### src/rtl/sw_pkg.sv
// Shared types and constants for the stopwatch time counter.
package sw_pkg;

  typedef enum logic [1:0] {
    ST_IDLE  = 2'd0,
    ST_RUN   = 2'd1,
    ST_PAUSE = 2'd2
  } sw_state_t;

  typedef logic [3:0] bcd_t;

  localparam int CS_WRAP  = 99;
  localparam int SEC_WRAP = 59;

  // Converts 0..99 into two packed BCD digits, tens in the upper nibble.
  function automatic logic [7:0] to_bcd2(input int v);
    bcd_t tens;
    bcd_t ones;
    tens = bcd_t'(v / 10);
    ones = bcd_t'(v % 10);
    return {tens, ones};
  endfunction

endpackage

### src/rtl/bcd2_counter.sv
// Two-digit BCD modulo counter; carry flags the terminal value so the
// parent can ripple enables without a combinational loop.
module bcd2_counter
  import sw_pkg::*;
#(
  parameter int WRAP = 99
) (
  input  logic       clk,
  input  logic       rst_n,
  input  logic       inc,
  input  logic       clr,
  output logic [7:0] value,
  output logic       carry
);

  localparam logic [7:0] WRAP_BCD = to_bcd2(WRAP);

  bcd_t tens_r;
  bcd_t ones_r;
  bcd_t tens_s;
  bcd_t ones_s;

  assign value = {tens_r, ones_r};
  assign carry = (value == WRAP_BCD);

  // Next digit values: clear wins, then increment with wrap.
  always_comb begin
    tens_s = tens_r;
    ones_s = ones_r;
    if (clr) begin
      tens_s = 4'd0;
      ones_s = 4'd0;
    end else if (inc) begin
      if (carry) begin
        tens_s = 4'd0;
        ones_s = 4'd0;
      end else if (ones_r == 4'd9) begin
        tens_s = tens_r + 4'd1;
        ones_s = 4'd0;
      end else begin
        ones_s = ones_r + 4'd1;
      end
    end else begin
      tens_s = tens_r;
      ones_s = ones_r;
    end
  end

  // Digit registers.
  always_ff @(posedge clk or negedge rst_n) begin
    if (!rst_n) begin
      tens_r <= 4'd0;
      ones_r <= 4'd0;
    end else begin
      tens_r <= tens_s;
      ones_r <= ones_s;
    end
  end

endmodule

### src/rtl/sw_time_counter.sv
// Stopwatch mm:ss.cc counter driven by the 10 ms base tick.
// Optional lap-hold display freeze is built only when SW_LAP_HOLD_EN is defined.
module sw_time_counter
  import sw_pkg::*;
#(
  parameter int MAX_MINUTES = 59
) (
  input  logic       i_sclk,
  input  logic       i_reset_n,
  input  logic       i_basetick,
  input  logic       i_startstop,
  input  logic       i_clear,
  input  logic       i_lap,
  output logic       o_timerenb,
  output logic [7:0] o_cs,
  output logic [7:0] o_sec,
  output logic [7:0] o_min,
  output logic       o_overflow,
  output logic       o_lap_active
);

  sw_state_t  state_r;
  sw_state_t  state_s;
  logic       base_d_r;
  logic       armed_r;
  logic       tick_r;
  logic       timerenb_r;
  logic       overflow_r;
  logic       tick_det_s;
  logic       tick_en_s;
  logic       at_max_s;
  logic       ovf_hit_s;
  logic       cs_inc_s;
  logic       sec_inc_s;
  logic       min_inc_s;
  logic       cs_carry_s;
  logic       sec_carry_s;
  logic       min_carry_s;
  logic [7:0] cs_s;
  logic [7:0] sec_s;
  logic [7:0] min_s;

  // armed_r masks the first cycle after reset so a high basetick is not an edge.
  assign tick_det_s = armed_r & i_basetick & ~base_d_r;
  assign tick_en_s  = tick_r & (state_r == ST_RUN) & ~i_clear;
  assign at_max_s   = cs_carry_s & sec_carry_s & min_carry_s;
  assign ovf_hit_s  = tick_en_s & at_max_s;
  assign cs_inc_s   = tick_en_s & ~at_max_s;
  assign sec_inc_s  = cs_inc_s & cs_carry_s;
  assign min_inc_s  = sec_inc_s & sec_carry_s;

  bcd2_counter #(.WRAP(CS_WRAP)) u_cs (
    .clk(i_sclk), .rst_n(i_reset_n), .inc(cs_inc_s), .clr(i_clear),
    .value(cs_s), .carry(cs_carry_s)
  );

  bcd2_counter #(.WRAP(SEC_WRAP)) u_sec (
    .clk(i_sclk), .rst_n(i_reset_n), .inc(sec_inc_s), .clr(i_clear),
    .value(sec_s), .carry(sec_carry_s)
  );

  bcd2_counter #(.WRAP(MAX_MINUTES)) u_min (
    .clk(i_sclk), .rst_n(i_reset_n), .inc(min_inc_s), .clr(i_clear),
    .value(min_s), .carry(min_carry_s)
  );

  // Edge detector and one-cycle tick pipeline.
  always_ff @(posedge i_sclk or negedge i_reset_n) begin
    if (!i_reset_n) begin
      base_d_r <= 1'b0;
      armed_r  <= 1'b0;
      tick_r   <= 1'b0;
    end else begin
      base_d_r <= i_basetick;
      armed_r  <= 1'b1;
      tick_r   <= tick_det_s & (state_r == ST_RUN) & ~i_clear;
    end
  end

  // Next state: clear, then saturation, then start/stop (locked out on overflow).
  always_comb begin
    state_s = state_r;
    if (i_clear) begin
      state_s = ST_IDLE;
    end else if (ovf_hit_s) begin
      state_s = ST_PAUSE;
    end else if (i_startstop && !overflow_r) begin
      case (state_r)
        ST_IDLE:  state_s = ST_RUN;
        ST_RUN:   state_s = ST_PAUSE;
        ST_PAUSE: state_s = ST_RUN;
        default:  state_s = ST_IDLE;
      endcase
    end else begin
      state_s = state_r;
    end
  end

  // State, timer enable and sticky overflow registers.
  always_ff @(posedge i_sclk or negedge i_reset_n) begin
    if (!i_reset_n) begin
      state_r    <= ST_IDLE;
      timerenb_r <= 1'b0;
      overflow_r <= 1'b0;
    end else begin
      state_r    <= state_s;
      timerenb_r <= (state_s == ST_RUN);
      overflow_r <= i_clear ? 1'b0 : (overflow_r | ovf_hit_s);
    end
  end

  assign o_timerenb = timerenb_r;
  assign o_overflow = overflow_r;

`ifdef SW_LAP_HOLD_EN
  logic       lap_r;
  logic [7:0] lap_cs_r;
  logic [7:0] lap_sec_r;
  logic [7:0] lap_min_r;

  // Lap snapshot: armed only from RUN, released by a second lap or clear.
  always_ff @(posedge i_sclk or negedge i_reset_n) begin
    if (!i_reset_n) begin
      lap_r     <= 1'b0;
      lap_cs_r  <= 8'h00;
      lap_sec_r <= 8'h00;
      lap_min_r <= 8'h00;
    end else if (i_clear) begin
      lap_r <= 1'b0;
    end else if (i_lap && lap_r) begin
      lap_r <= 1'b0;
    end else if (i_lap && (state_r == ST_RUN)) begin
      lap_r     <= 1'b1;
      lap_cs_r  <= cs_s;
      lap_sec_r <= sec_s;
      lap_min_r <= min_s;
    end else begin
      lap_r <= lap_r;
    end
  end

  assign o_lap_active = lap_r;
  assign o_cs         = lap_r ? lap_cs_r  : cs_s;
  assign o_sec        = lap_r ? lap_sec_r : sec_s;
  assign o_min        = lap_r ? lap_min_r : min_s;
`else
  logic unused_lap_s;
  assign unused_lap_s = i_lap;
  assign o_lap_active = 1'b0;
  assign o_cs         = cs_s;
  assign o_sec        = sec_s;
  assign o_min        = min_s;
`endif

endmodule

### config.mk
export PLATFORM = sky130hd
export DESIGN_NAME = sw_time_counter
export DESIGN_NICKNAME = d
export VERILOG_FILES = /design/src/rtl/sw_pkg.sv /design/src/rtl/bcd2_counter.sv /design/src/rtl/sw_time_counter.sv
export SDC_FILE = /design/constraint.sdc
export NUM_CORES = 1
export LEC_CHECK = 0
export CORE_ASPECT_RATIO = 0.6
export CORE_MARGIN = 3
export CORE_UTILIZATION = 35
export DETAILED_ROUTE_END_ITERATION = 12
export MAX_ROUTING_LAYER = met4
export PLACE_DENSITY = 0.69
export SYNTH_ARGS = -nofsm -noshare
export SYNTH_HDL_FRONTEND = slang
export SYNTH_SLANG_ARGS = --single-unit
### constraint.sdc
create_clock -name i_sclk -period 2.2 [get_ports i_sclk]
set_input_delay 0.66 -clock i_sclk [delete_from_list [all_inputs] [get_ports i_sclk]]
set_output_delay 0.66 -clock i_sclk [all_outputs]
set_load 0.01 [all_outputs]
Yosys cells after proc, flatten, opt, wreduce, memory -nomap -nowiden
Cells that the tools add are included.
- reduce and logical (&&, ||, !) cells: 13
- bitwise gates (word level): 16
- add/sub/neg operators: 6
- muxes and demuxes: 29
- equal/unequal tests: 9
- operator list (operator ; count):
    2-to-1 mux 4 bit ; 24
    adder 4 x 1 -> 4 bit (second input constant) ; 6
    equality test 8 x 7 -> 1 bit (second input constant) ; 2
    bitwise AND 1 bit ; 12
    equality test 4 bit (second input constant) ; 3
    nonzero test 3 bit ; 3
    equality test 8 bit (second input constant) ; 1
    2-to-1 mux 2 bit ; 3
    AND reduction 2 bit ; 3
    nonzero test 2 bit ; 3
    equality test 2 x 1 -> 1 bit (second input constant) ; 2
    case mux 2 bit (2 select lines) ; 1
    inverter 1 bit ; 3
    equality test 2 bit (second input constant) ; 1
    logical NOT 2 bit ; 1
    OR reduction 2 bit ; 1
    logical AND 1 bit ; 1
    logical NOT 1 bit ; 1
    2-to-1 mux 1 bit ; 1
    bitwise OR 1 bit ; 1
- word-level logic and storage cells: 85
- register bits after elaboration: 31
- bits of input ports: 6
- output and inout bits: 27

Longest topological paths before layout
Gate-level depths: netlist of run 1.
- depth in word-level cells: 9
- mapped depth: 9
- depth with buffers taken out: 6

By module
From an unflattened synthesis of run 1, not the netlist that was laid out.
- cells, all modules: 168
- area, all modules: 1742.9 um2
- modules (own cells, without submodules) (module ; seq. area each (um2) ; cells each ; area each (um2) ; instances):
    bcd2_counter at u_min ... ; 200.2 ; 45 ; 471.7 ; 2
    bcd2_counter at u_cs ; 200.2 ; 47 ; 475.5 ; 1
    sw_time_counter ; 175.2 ; 31 ; 324.1 ; 1

Worst setup path before layout of run 1
OpenSTA, ideal clock, no wires.
- path kind: in2reg
- start: in i_clear
- end: reg u_min.tens_r[2]
- data required time: 2.075 ns
- stages: 5
- arrival: 1.933 ns
- path buffers: 1
- library setup time: 0.125 ns
- slack: 0.143 ns
- cells stage by stage: buf_6 > and4bb_4 > nand4_1 > nor4b_1 > mux2_2
- word-level cells in the longest chain between the ends: 7
- elaborated cells on any way between the ends: 9
- those cells by class: mux: 1; bitwise: 5; reduce/logical: 3
- RTL lines (element ; line ; RTL):
    from (decl) ; sw_time_counter.sv:12 ; input logic i_clear,
    inverter 1 bit ; sw_time_counter.sv:45 ; assign tick_en_s = tick_r & (state_r == ST_RUN) & ~i_clear;
    bitwise AND 1 bit ; sw_time_counter.sv:45 ;
    bitwise AND 1 bit ; sw_time_counter.sv:48 ; assign cs_inc_s = tick_en_s & ~at_max_s;
    bitwise AND 1 bit ; sw_time_counter.sv:49 ; assign sec_inc_s = cs_inc_s & cs_carry_s;
    bitwise AND 1 bit ; sw_time_counter.sv:50 ; assign min_inc_s = sec_inc_s & sec_carry_s;
    nonzero test 2 bit (no line) ; n/a ;
    AND reduction 2 bit (no line) ; n/a ;
    to (signal assigned) ; bcd2_counter.sv:55 ; tens_r <= tens_s;
    to (decl) ; bcd2_counter.sv:18 ; bcd_t tens_r;
Several ways; a longest one is shown, not always the timed one.
A chain may end at the register's enable or synchronous reset.

Worst setup path in the final report of run 1
- start: in i_clear
- end: reg u_min.tens_r[0]
The elaborated chain is that of the path after synthesis.

==> results of run 1 <==
routing by layer:
metal	vias up	part of all wire, %	wire (um)	global-route usage [%]
li1	790	-	-	-
met1	787	56	2470	25.1
met2	45	38	1700	19.9
met3	7	4.9	217	4.03
met4	0	1.2	52	5.45
met5	-	0	0	-
logic make-up (layout without fill, tap and decap cells):
kind of cell             after synthesis  after routing  synth area share [%]
AND/OR/NAND/NOR                       71             71                  24.1
AO/OA/AOI/OAI                         39             39                  14.4
flip-flops                            31             31                  42.0
buffers and inverters                 23             73                  6.03
adder cells (fa/ha/maj)               12             12                  8.14
multiplexers                           7              7                  3.93
other                                  2              2                 0.407
XOR/XNOR                               2              2                 0.949
worst reg2reg max path, stage by stage, from the launching register on:
cell and delay [ps]:
dfrtp_1 430, inv_1 60, ha_1 170, and3b_1 230, and2_1 260, nor4b_1 370
mux2_2 370
area by class of cell:
cell class | count | area (um^2) | share of cell area, %
multi-input combinational | 133 | 960 | 39.1
tap | 63 | 78.8 | 3.21
clock buffer | 6 | 82.6 | 3.37
clock inverter | 2 | 35.0 | 1.43
timing repair buffer | 54 | 479 | 19.5
sequential | 31 | 776 | 31.6
inverter | 11 | 41.3 | 1.68
flip-flops by register name, indices dropped and copies added, names as in the netlist:
name	flops
armed_r	1
base_d_r	1
o_overflow	1
o_timerenb	1
state_r	2
tick_r	1
u_cs.ones_r	4
u_cs.tens_r	4
u_min.ones_r	4
u_min.tens_r	4
u_sec.ones_r	4
u_sec.tens_r	4
layout by cell type, fill, tap and decap left out, types with 6 or more instances in the layout:
cell / count
nand3_1: 6
nand2_1: 8
o31ai_1: 8
nor3_1: 7
or4_1: 8
dfrtp_1: 31
clkbuf_8: 6
nor2_1: 7
inv_1: 10
nor4_1: 6
buf_4: 24
ha_1: 12
clkdlybuf4s50_1: 29
a21oi_1: 11
repair_timing:
action	in CTS	in global routing
setup endpoints to repair	4	1
resized for setup	1	1
hold buffers	0	0
setup buffers	0	0
pin swaps	0	1
power by group through the flow:
stage / Combinational [W] / Sequential (W) / Clock (W)
floorplan: 0.0000353 / 0.000599 / 0
global placement: 0.0000783 / 0.000600 / 0
detailed placement: 0.0000799 / 0.000599 / 0
CTS: 0.0000796 / 0.000589 / 0.000613
global route: 0.0000878 / 0.000590 / 0.000635
finish: 0.0000784 / 0.000589 / 0.000590
stage by stage:
| stage | hold WS, ps | utilization [%] | setup TNS [ps] | std cells |
|---|---|---|---|---|
| after floorplan | 364 | - | 0 | 187 |
| after global placement | 493 | 48.4 | -3850 | 292 |
| after detailed placement | 485 | 48.4 | -4560 | 292 |
| after CTS | 504 | 50.8 | 0 | 300 |
| after global routing | 531 | 50.8 | 0 | 300 |
| final | 496 | 50.8 | 0 | 300 |
worst paths after layout:
kind | startpoint | to | slack [ps] | cells past startpoint
worst max-delay path | i_clear | u_min.tens_r[0]$_DFFE_PN0P_ | 160 | 6
min in group asynchronous | i_reset_n | state_r[1]$_DFF_PN0_ | 770 | 2
worst max register to register | u_min.ones_r[1]$_DFFE_PN0P_ | u_min.tens_r[2]$_DFFE_PN0P_ | 210 | 6
worst min-delay path | base_d_r$_DFF_PN0_ | tick_r$_DFF_PN0_ | 500 | 2
worst min register to register | base_d_r$_DFF_PN0_ | tick_r$_DFF_PN0_ | 500 | 2
max in group asynchronous | i_reset_n | u_cs.tens_r[2]$_DFFE_PN0P_ | 1130 | 2
==> metrics.cfg, run 1 <==
[outcome]
status = finished, final reports clean

[clocking]
cts_max_level = 2
clk_path_buf_depth = 2
clkTransAtPathRegs_ps = 70
root_buffer = clkbuf_8
cts_made_buffers = 5
cts_tree = yes
insertion_delay_ps = 290
cts_sinks = 31

[drt]
vias = 1629
viasPerCell = 5.43
first_pass_iters = 4
avgRoutedWirePerCell_um = 14.8
dr.first_iter.drc_count = 79
drc = 0
drtAntennaViolNets = 0
routed_wl_um = 4450

[placed_design]
port_buffers = 30
placed_area_um2 = 2330
hpwl_um = 3220
finalWeightedCongestion = 0.787
pre_cts_slack_ps = -345

[timing]
fin_ws_ps = 160
finalSetupViolations = 0
post-route-min-period_ps = 2040
finalCritPeriodShare_pct = 92.7
fmax_mhz = 490
rsz0062_at_grt = false
fin_skew_ps = 7.96
finalMaxSlewViolations = 0
finalHoldViolations = 0

[final_layout]
area_growth_pct = 32.9
finalNetCount = 254
n_fill_cell = 457
drive_above_1_share_pct = 16.9
finalInstanceArea_um2 = 2450
num_antenna_cells = 0

[setup_path]
cp-start-kind = input pin
cp_slowest_cell = or4_1
cp-end-kind = register
critPathMaxFanout = 4
cp.required_ps = 2420
arrival_ps = 2260
crit_chain = dlygate4sd2_1 -> and4bb_4 -> nand4_1 -> buf_4 -> or4_1 -> a21oi_1
path_buf_inv = 2
path_delay_family = simple AND/OR/NAND/NOR gates
crit_type = input pin to register
critPathMaxStageDelay_ps = 400

[global_routing]
antenna_found_initial = 0
grt_pass1_vias = 1549
grt_first_pass_wirelength_um = 7800
grt_max_degree = 32
track_usage_pct = 16.2
grt.overflow.total = 0

[synthesis]
synth.most_common_cell = dfrtp_1
synthFlopType = dfrtp_1
syn-cell-area_um2 = 1850
synth_edf_count = 0
synth.largest_area_cell = dfrtp_1
synth_commonest_cells = 31 x dfrtp_1, 12 x ha_1, 11 x a21oi_1
synth.avg_cell_area_um2 = 9.87
async_reset_ff_share_pct = 100
synth.area.top_cells = dfrtp_1 42%, ha_1 8.1%, o31ai_1 3.3%
synth-seq-cells = 31
ys_seq_area_share_pct = 42.0
ys_types = 42
yosys_warnings = 0
syn-num-nets = 205
synth_top_area_share_pct = 42.0
synthCells = 187

[power]
power.share.clock_pct = 46.9
p_leak_nw = 1.05
p_int_w = 0.000981
comb_power_share_pct = 6.2
power_density_nw_per_um2 = 513
p_total_w = 0.00126
sw_frac_of_total_pct = 22.0
switchingPower_w = 0.000276
seqPwrFrac_pct = 46.8
ir_drop_mv = 0.262

[floorplan]
io_pins = 33
die_area_um2 = 6210
core_um2 = 4830
start_util_pct = 38.2
die_w_um = 99.7
die_h_um = 62.2
rows = 19

[min_path]
hold_path_class = register to register

[run]
drv_cap = 0

(Power assumes the default switching activity.)
==> run 2: changes to the inputs <==
Settings changed: CTS_BUF_LIST set to sky130_fd_sc_hd__clkbuf_4 sky130_fd_sc_hd__clkbuf_8.
Clock period 2.2 ns to 2.28 ns, I/O delays scaled along.
==> metrics.cfg, run 2 (same netlist as run 1, synthesis figures left out) <==
[timing]
finalCritPeriodShare_pct = 91.1
fmax_mhz = 482
finalHoldViolations = 0  ; unchanged
finalSetupViolations = 0  ; unchanged
rsz0062_at_grt = false
fin_skew_ps = 7.84  ; -0.122 ps
finalMaxSlewViolations = 0  ; unchanged
post-route-min-period_ps = 2080

[setup_path]
r2r_start = u_min.ones_r[1]$_DFFE_PN0P_
cp-start-kind = input pin
arrival_ps = 2250  ; about the same
crit_chain = dlygate4sd2_1 -> and4bb_4 -> nand4_1 -> nor4b_1 -> mux2_2
crit_type = input pin to register
r2r_setup_slack_ps = 220  ; about the same
r2r_end = u_min.tens_r[2]$_DFFE_PN0P_
ff2ff_path_depth = 6  ; unchanged
cp_slowest_cell = and4bb_4
cp.required_ps = 2460  ; +40 ps
critPathMaxFanout = 4  ; unchanged
critPathMaxStageDelay_ps = 370  ; -30 ps
crit_start = i_clear
cp-end-kind = register
critPathCapture = u_min.tens_r[2]$_DFFE_PN0P_

[global_routing]
antenna_found_initial = 0  ; unchanged
grt_first_pass_wirelength_um = 7810  ; +0.17%
met2_usage_pct = 20.7  ; +0.75 points
track_usage_pct = 16.2  ; -0.020 points
grt_pass1_vias = 1544  ; -0.32%
grt.overflow.total = 0  ; unchanged
top_usage_layer = met1
grt_use_met3_pct = 4.14  ; +0.11 points
grt_max_degree = 32  ; unchanged
grtUsageMet1_pct = 25.1  ; about the same

[floorplan]
start_util_pct = 38.2  ; unchanged
io_pins = 33  ; unchanged
die_h_um = 62.2  ; unchanged
die_w_um = 99.7  ; unchanged
rows = 19  ; unchanged
core_um2 = 4830  ; unchanged
die_area_um2 = 6210  ; unchanged

[run]
drv_cap = 0  ; unchanged

[final_layout]
drive_above_1_share_pct = 14.7  ; -2.2 points
num_antenna_cells = 0  ; unchanged
finalNetCount = 249  ; -2.0%
multiInputGateArea_um2 = 958  ; -0.13%
regArea_um2 = 776  ; unchanged
n_fill_cell = 453  ; -0.88%
final_cell_mix = 31 x dfrtp_1, 29 x clkdlybuf4s50_1, 18 x buf_4, 12 x ha_1, 11 x a21oi_1
final_util_pct = 50.3  ; -0.54 points
area_growth_pct = 31.5
final_common_cell = dfrtp_1

[drt]
first_pass_iters = 4  ; unchanged
drtAntennaViolNets = 0  ; unchanged
viasPerCell = 5.44  ; +0.13%
drc = 0  ; unchanged
dr.first_iter.drc_count = 52  ; -34%
avgRoutedWirePerCell_um = 15.4  ; +4.2%
vias = 1604  ; -1.5%
routed_wl_um = 4560  ; +2.5%

[clocking]
insertion_delay_ps = 290  ; about the same
clk_path_buf_depth = 2  ; unchanged
cts_tree = yes
cts_made_buffers = 5  ; unchanged
cts_sinks = 31  ; unchanged
clkTransAtPathRegs_ps = 70  ; about the same
root_buffer = clkbuf_8
cts_max_level = 2  ; unchanged

[power]
comb_power_share_pct = 6.3  ; about the same
p_total_w = 0.00122  ; -2.8%
seqPwrFrac_pct = 46.5  ; -0.3 points
switchingPower_w = 0.000275  ; -0.52%
sw_frac_of_total_pct = 22.5  ; +0.51 points
p_int_w = 0.000948  ; -3.4%
power.share.clock_pct = 47.2  ; +0.3 points
p_leak_nw = 1.03  ; -1.6%
ir_drop_mv = 0.330  ; +26%
power_density_nw_per_um2 = 504  ; -1.7%

[outcome]
status = finished, final reports clean

[placed_design]
finalWeightedCongestion = 0.794  ; +0.89%
hpwl_um = 3240  ; +0.68%
port_buffers = 30  ; unchanged

[min_path]
hold_path_class = register to register

run 2: changes by cell type in the layout (fill, tap and decap cells not counted):
cell | before | now
and3b_1 | 5 | 6
buf_12 | 0 | 1
buf_4 | 24 | 18
and3b_2 | 1 | 0
run 2: power groups by stage:
stage | Combinational, W | Sequential [W] | Clock (W)
after floorplan | 0.0000340 | 0.000578 | 0
after global placement | 0.0000770 | 0.000579 | 0
after detailed placement | 0.0000790 | 0.000579 | 0
after CTS | 0.0000785 | 0.000569 | 0.000586
after global routing | 0.0000867 | 0.000570 | 0.000619
final | 0.0000772 | 0.000569 | 0.000577
run 2: timing repair:
action	CTS	global route
setup endpoints to repair	3	0
gates resized for setup	1	0
hold buffers	0	0
setup buffers	0	0
run 2: metal layers:
metal	share of wire [%]	wire length [um]
met2	39	1770
met3	5.4	247
met5	0	0
met4	0.88	40
met1	55	2500
run 2: worst min-delay path by stage:
| stage | slack (ps) | endpoint | start | cells past startpoint |
|---|---|---|---|---|
| 2_1_floorplan | 390 | armed_r$_DFF_PN0_ | i_reset_n | 0 |
| 3_3_place_gp | 490 | tick_r$_DFF_PN0_ | base_d_r$_DFF_PN0_ | 2 |
| 3_5_place_dp | 500 | o_overflow$_DFF_PN0_ | o_overflow$_DFF_PN0_ | 1 |
| 4_1_cts | 510 | o_overflow$_DFF_PN0_ | o_overflow$_DFF_PN0_ | 1 |
| 5_1_grt | 540 | tick_r$_DFF_PN0_ | state_r[1]$_DFF_PN0_ | 1 |
| 6_report | 510 | o_overflow$_DFF_PN0_ | o_overflow$_DFF_PN0_ | 1 |
run 2: per-stage QoR:
| step | cell area (um^2) | setup TNS, ps | setup slack [ps] | instances | hold WS [ps] |
|---|---|---|---|---|---|
| after floorplan | 1850 | 0 | 199 | 187 | 388 |
| after global placement | 2310 | -3290 | -268 | 287 | 486 |
| after detailed placement | 2310 | -4140 | -343 | 287 | 496 |
| after CTS | 2430 | 0 | 192 | 295 | 512 |
| after global routing | 2430 | 0 | 78.3 | 295 | 544 |
| final | 2430 | 0 | 204 | 295 | 506 |
run 2: area by class of cell:
cell class | instances | area share [%]
Multi-Input combinational cell | 133 | 39.5
Sequential cell | 31 | 32.0
Timing Repair Buffer | 49 | 18.7
Clock buffer | 6 | 3.40
Tap cell | 63 | 3.25
Inverter | 11 | 1.70
Clock inverter | 2 | 1.44
run 2: worst max-delay path, delay by kind of cell:
| kind | cells | cell delay, ps |
|---|---|---|
| AND/OR/NAND/NOR | 3 | 920 |
| multiplexers | 1 | 370 |
| buffers and inverters | 1 | 280 |
==> run 3: changes to the inputs <==
Settings changed: CORE_UTILIZATION 35 to 54, PLACE_DENSITY 0.69 to 0.94.
==> metrics.cfg, run 3 (same netlist as run 1, synthesis figures left out) <==
[timing]
finalSetupViolations = 0  ; unchanged
whs_ps = 513  ; +6.37 ps
rsz0062_at_grt = false
fmax_mhz = 479  ; -0.46%
finalHoldViolations = 0  ; unchanged
finalMaxSlewViolations = 0  ; unchanged
finalCritPeriodShare_pct = 91.5  ; +0.42 points
post-route-min-period_ps = 2090  ; +9.60 ps
fin_skew_ps = 12.3  ; +4.42 ps
fin_ws_ps = 194  ; -9.60 ps

[placed_design]
finalWeightedCongestion = 0.923  ; +16%
hpwl_um = 2990  ; -7.8%
pre_cts_slack_ps = -265  ; +78.4 ps
port_buffers = 30  ; unchanged

[floorplan]
start_util_pct = 60.3  ; +22 points
die_w_um = 81.5  ; -18%
die_h_um = 51.3  ; -18%
die_area_um2 = 4180  ; -33%
core_um2 = 3060  ; -37%
rows = 15  ; -4
io_pins = 33  ; unchanged

[global_routing]
grt_max_degree = 32  ; unchanged
grt_first_pass_wirelength_um = 6880  ; -12%
grt_pass1_vias = 1484  ; -3.9%
antenna_found_initial = 0  ; unchanged
grt.overflow.total = 0  ; unchanged
track_usage_pct = 22.7  ; +6.5 points

[min_path]
hold_path_class = register to register

[final_layout]
final_util_pct = 77.0  ; +27 points
final_common_cell = dfrtp_1
finalNetCount = 248  ; -0.40%
num_antenna_cells = 0  ; unchanged
area_growth_pct = 27.6
final_cell_mix = 31 x dfrtp_1, 29 x clkdlybuf4s50_1, 18 x buf_4, 12 x ha_1, 11 x a21oi_1
drive_above_1_share_pct = 14.3  ; -0.37 points

[setup_path]
critPathMaxFanout = 10  ; +6
cp-end-kind = register
arrival_ps = 2270  ; +20 ps
crit_type = register to register
cp-start-kind = register
cp.required_ps = 2460  ; about the same

[clocking]
cts_tree = yes
clk_path_buf_depth = 2  ; unchanged
root_buffer = clkbuf_8
cts_made_buffers = 5  ; unchanged
insertion_delay_ps = 300  ; about the same
clkTransAtPathRegs_ps = 70  ; about the same
cts_sinks = 31  ; unchanged
cts_max_level = 2  ; unchanged

[power]
ir_drop_mv = 0.324  ; -1.8%
p_leak_nw = 1.02  ; -1.8%
power_density_nw_per_um2 = 465  ; -7.7%

[drt]
routed_wl_um = 4310  ; -5.5%
avgRoutedWirePerCell_um = 15.8  ; +2.1%
viasPerCell = 6.16  ; +13%
dr.first_iter.drc_count = 80  ; +54%
drtAntennaViolNets = 0  ; unchanged
first_pass_iters = 5  ; +1
vias = 1681  ; +4.8%
drc = 0  ; unchanged

[outcome]
status = finished, final reports clean

[run]
drv_cap = 0  ; unchanged

==> run 3: cell types whose count changed in the layout (fill, tap and decap cells not counted) <==
| cell | before | now |
|---|---|---|
| clkbuf_8 | 6 | 5 |
| dlygate4sd2_1 | 1 | 0 |
| buf_12 | 1 | 0 |
| bufinv_16 | 1 | 0 |
| dlymetal6s2s_1 | 0 | 1 |
| clkbuf_4 | 0 | 2 |
==> run 3: worst paths after layout <==
check / startpoint / endpoint / slack (ps) / depth (start not counted)
max in group asynchronous: i_reset_n / u_sec.tens_r[1]$_DFFE_PN0P_ / 1190 / 2
min reg2reg: o_overflow$_DFF_PN0_ / o_overflow$_DFF_PN0_ / 510 / 1
max reg2reg: u_min.ones_r[0]$_DFFE_PN0P_ / u_min.tens_r[2]$_DFFE_PN0P_ / 190 / 5
min in group asynchronous: i_reset_n / state_r[1]$_DFF_PN0_ / 790 / 2
min: o_overflow$_DFF_PN0_ / o_overflow$_DFF_PN0_ / 510 / 1
max: u_min.ones_r[0]$_DFFE_PN0P_ / u_min.tens_r[2]$_DFFE_PN0P_ / 190 / 5
==> run 3: where the power goes <==
part	leakage (nW)	total (W)	switching (W)	internal [W]
Sequential	0.425	0.000569	0.00000967	0.000559
Combinational	0.542	0.0000771	0.0000424	0.0000347
Clock	0.0491	0.000449	0.000211	0.000238
==> run 3: what timing repair did <==
| action | 4_1_cts | 5_1_grt |
|---|---|---|
| resized for setup | 0 | 1 |
| buffers inserted | 0 | 1 |
| hold buffers | 0 | 0 |
| setup endpoints to repair | 0 | 6 |
==> run 3: critical path, cell delays in order, from the launching register on <==
cell,delay [ps]
dfrtp_1,450
ha_1,220
and3b_1,250
and2_1,280
nor4b_1,400
mux2_2,380
==> run 3: area by class of cell <==
cell class | count | area (um^2)
clock inverter | 1 | 5.00
sequential | 31 | 776
tap | 42 | 52.6
clock buffer | 7 | 83.8
fill | 226 | 704
multi-input combinational | 133 | 958
inverter | 11 | 41.3
timing repair buffer | 48 | 438
==> run 3: layer usage <==
layer / part of all wire, % / GRT usage, % / vias to the layer above
met3: 7.3 / 6.34 / 8
met5: 0 / - / -
li1: - / - / 784
met4: 1.5 / 9.83 / 0
met1: 50 / 31.9 / 821
met2: 42 / 30.4 / 68
==> run 3: stage by stage <==
stage	power [W]	setup TNS (ps)	area (um^2)	cells
finish	0.00109	0	2350	273
global route	0.00113	0	2350	273
CTS	0.00110	0	2340	272
detailed placement	0.000656	-3290	2260	264
global placement	0.000652	-2420	2260	264
floorplan	0.000612	0	1850	187
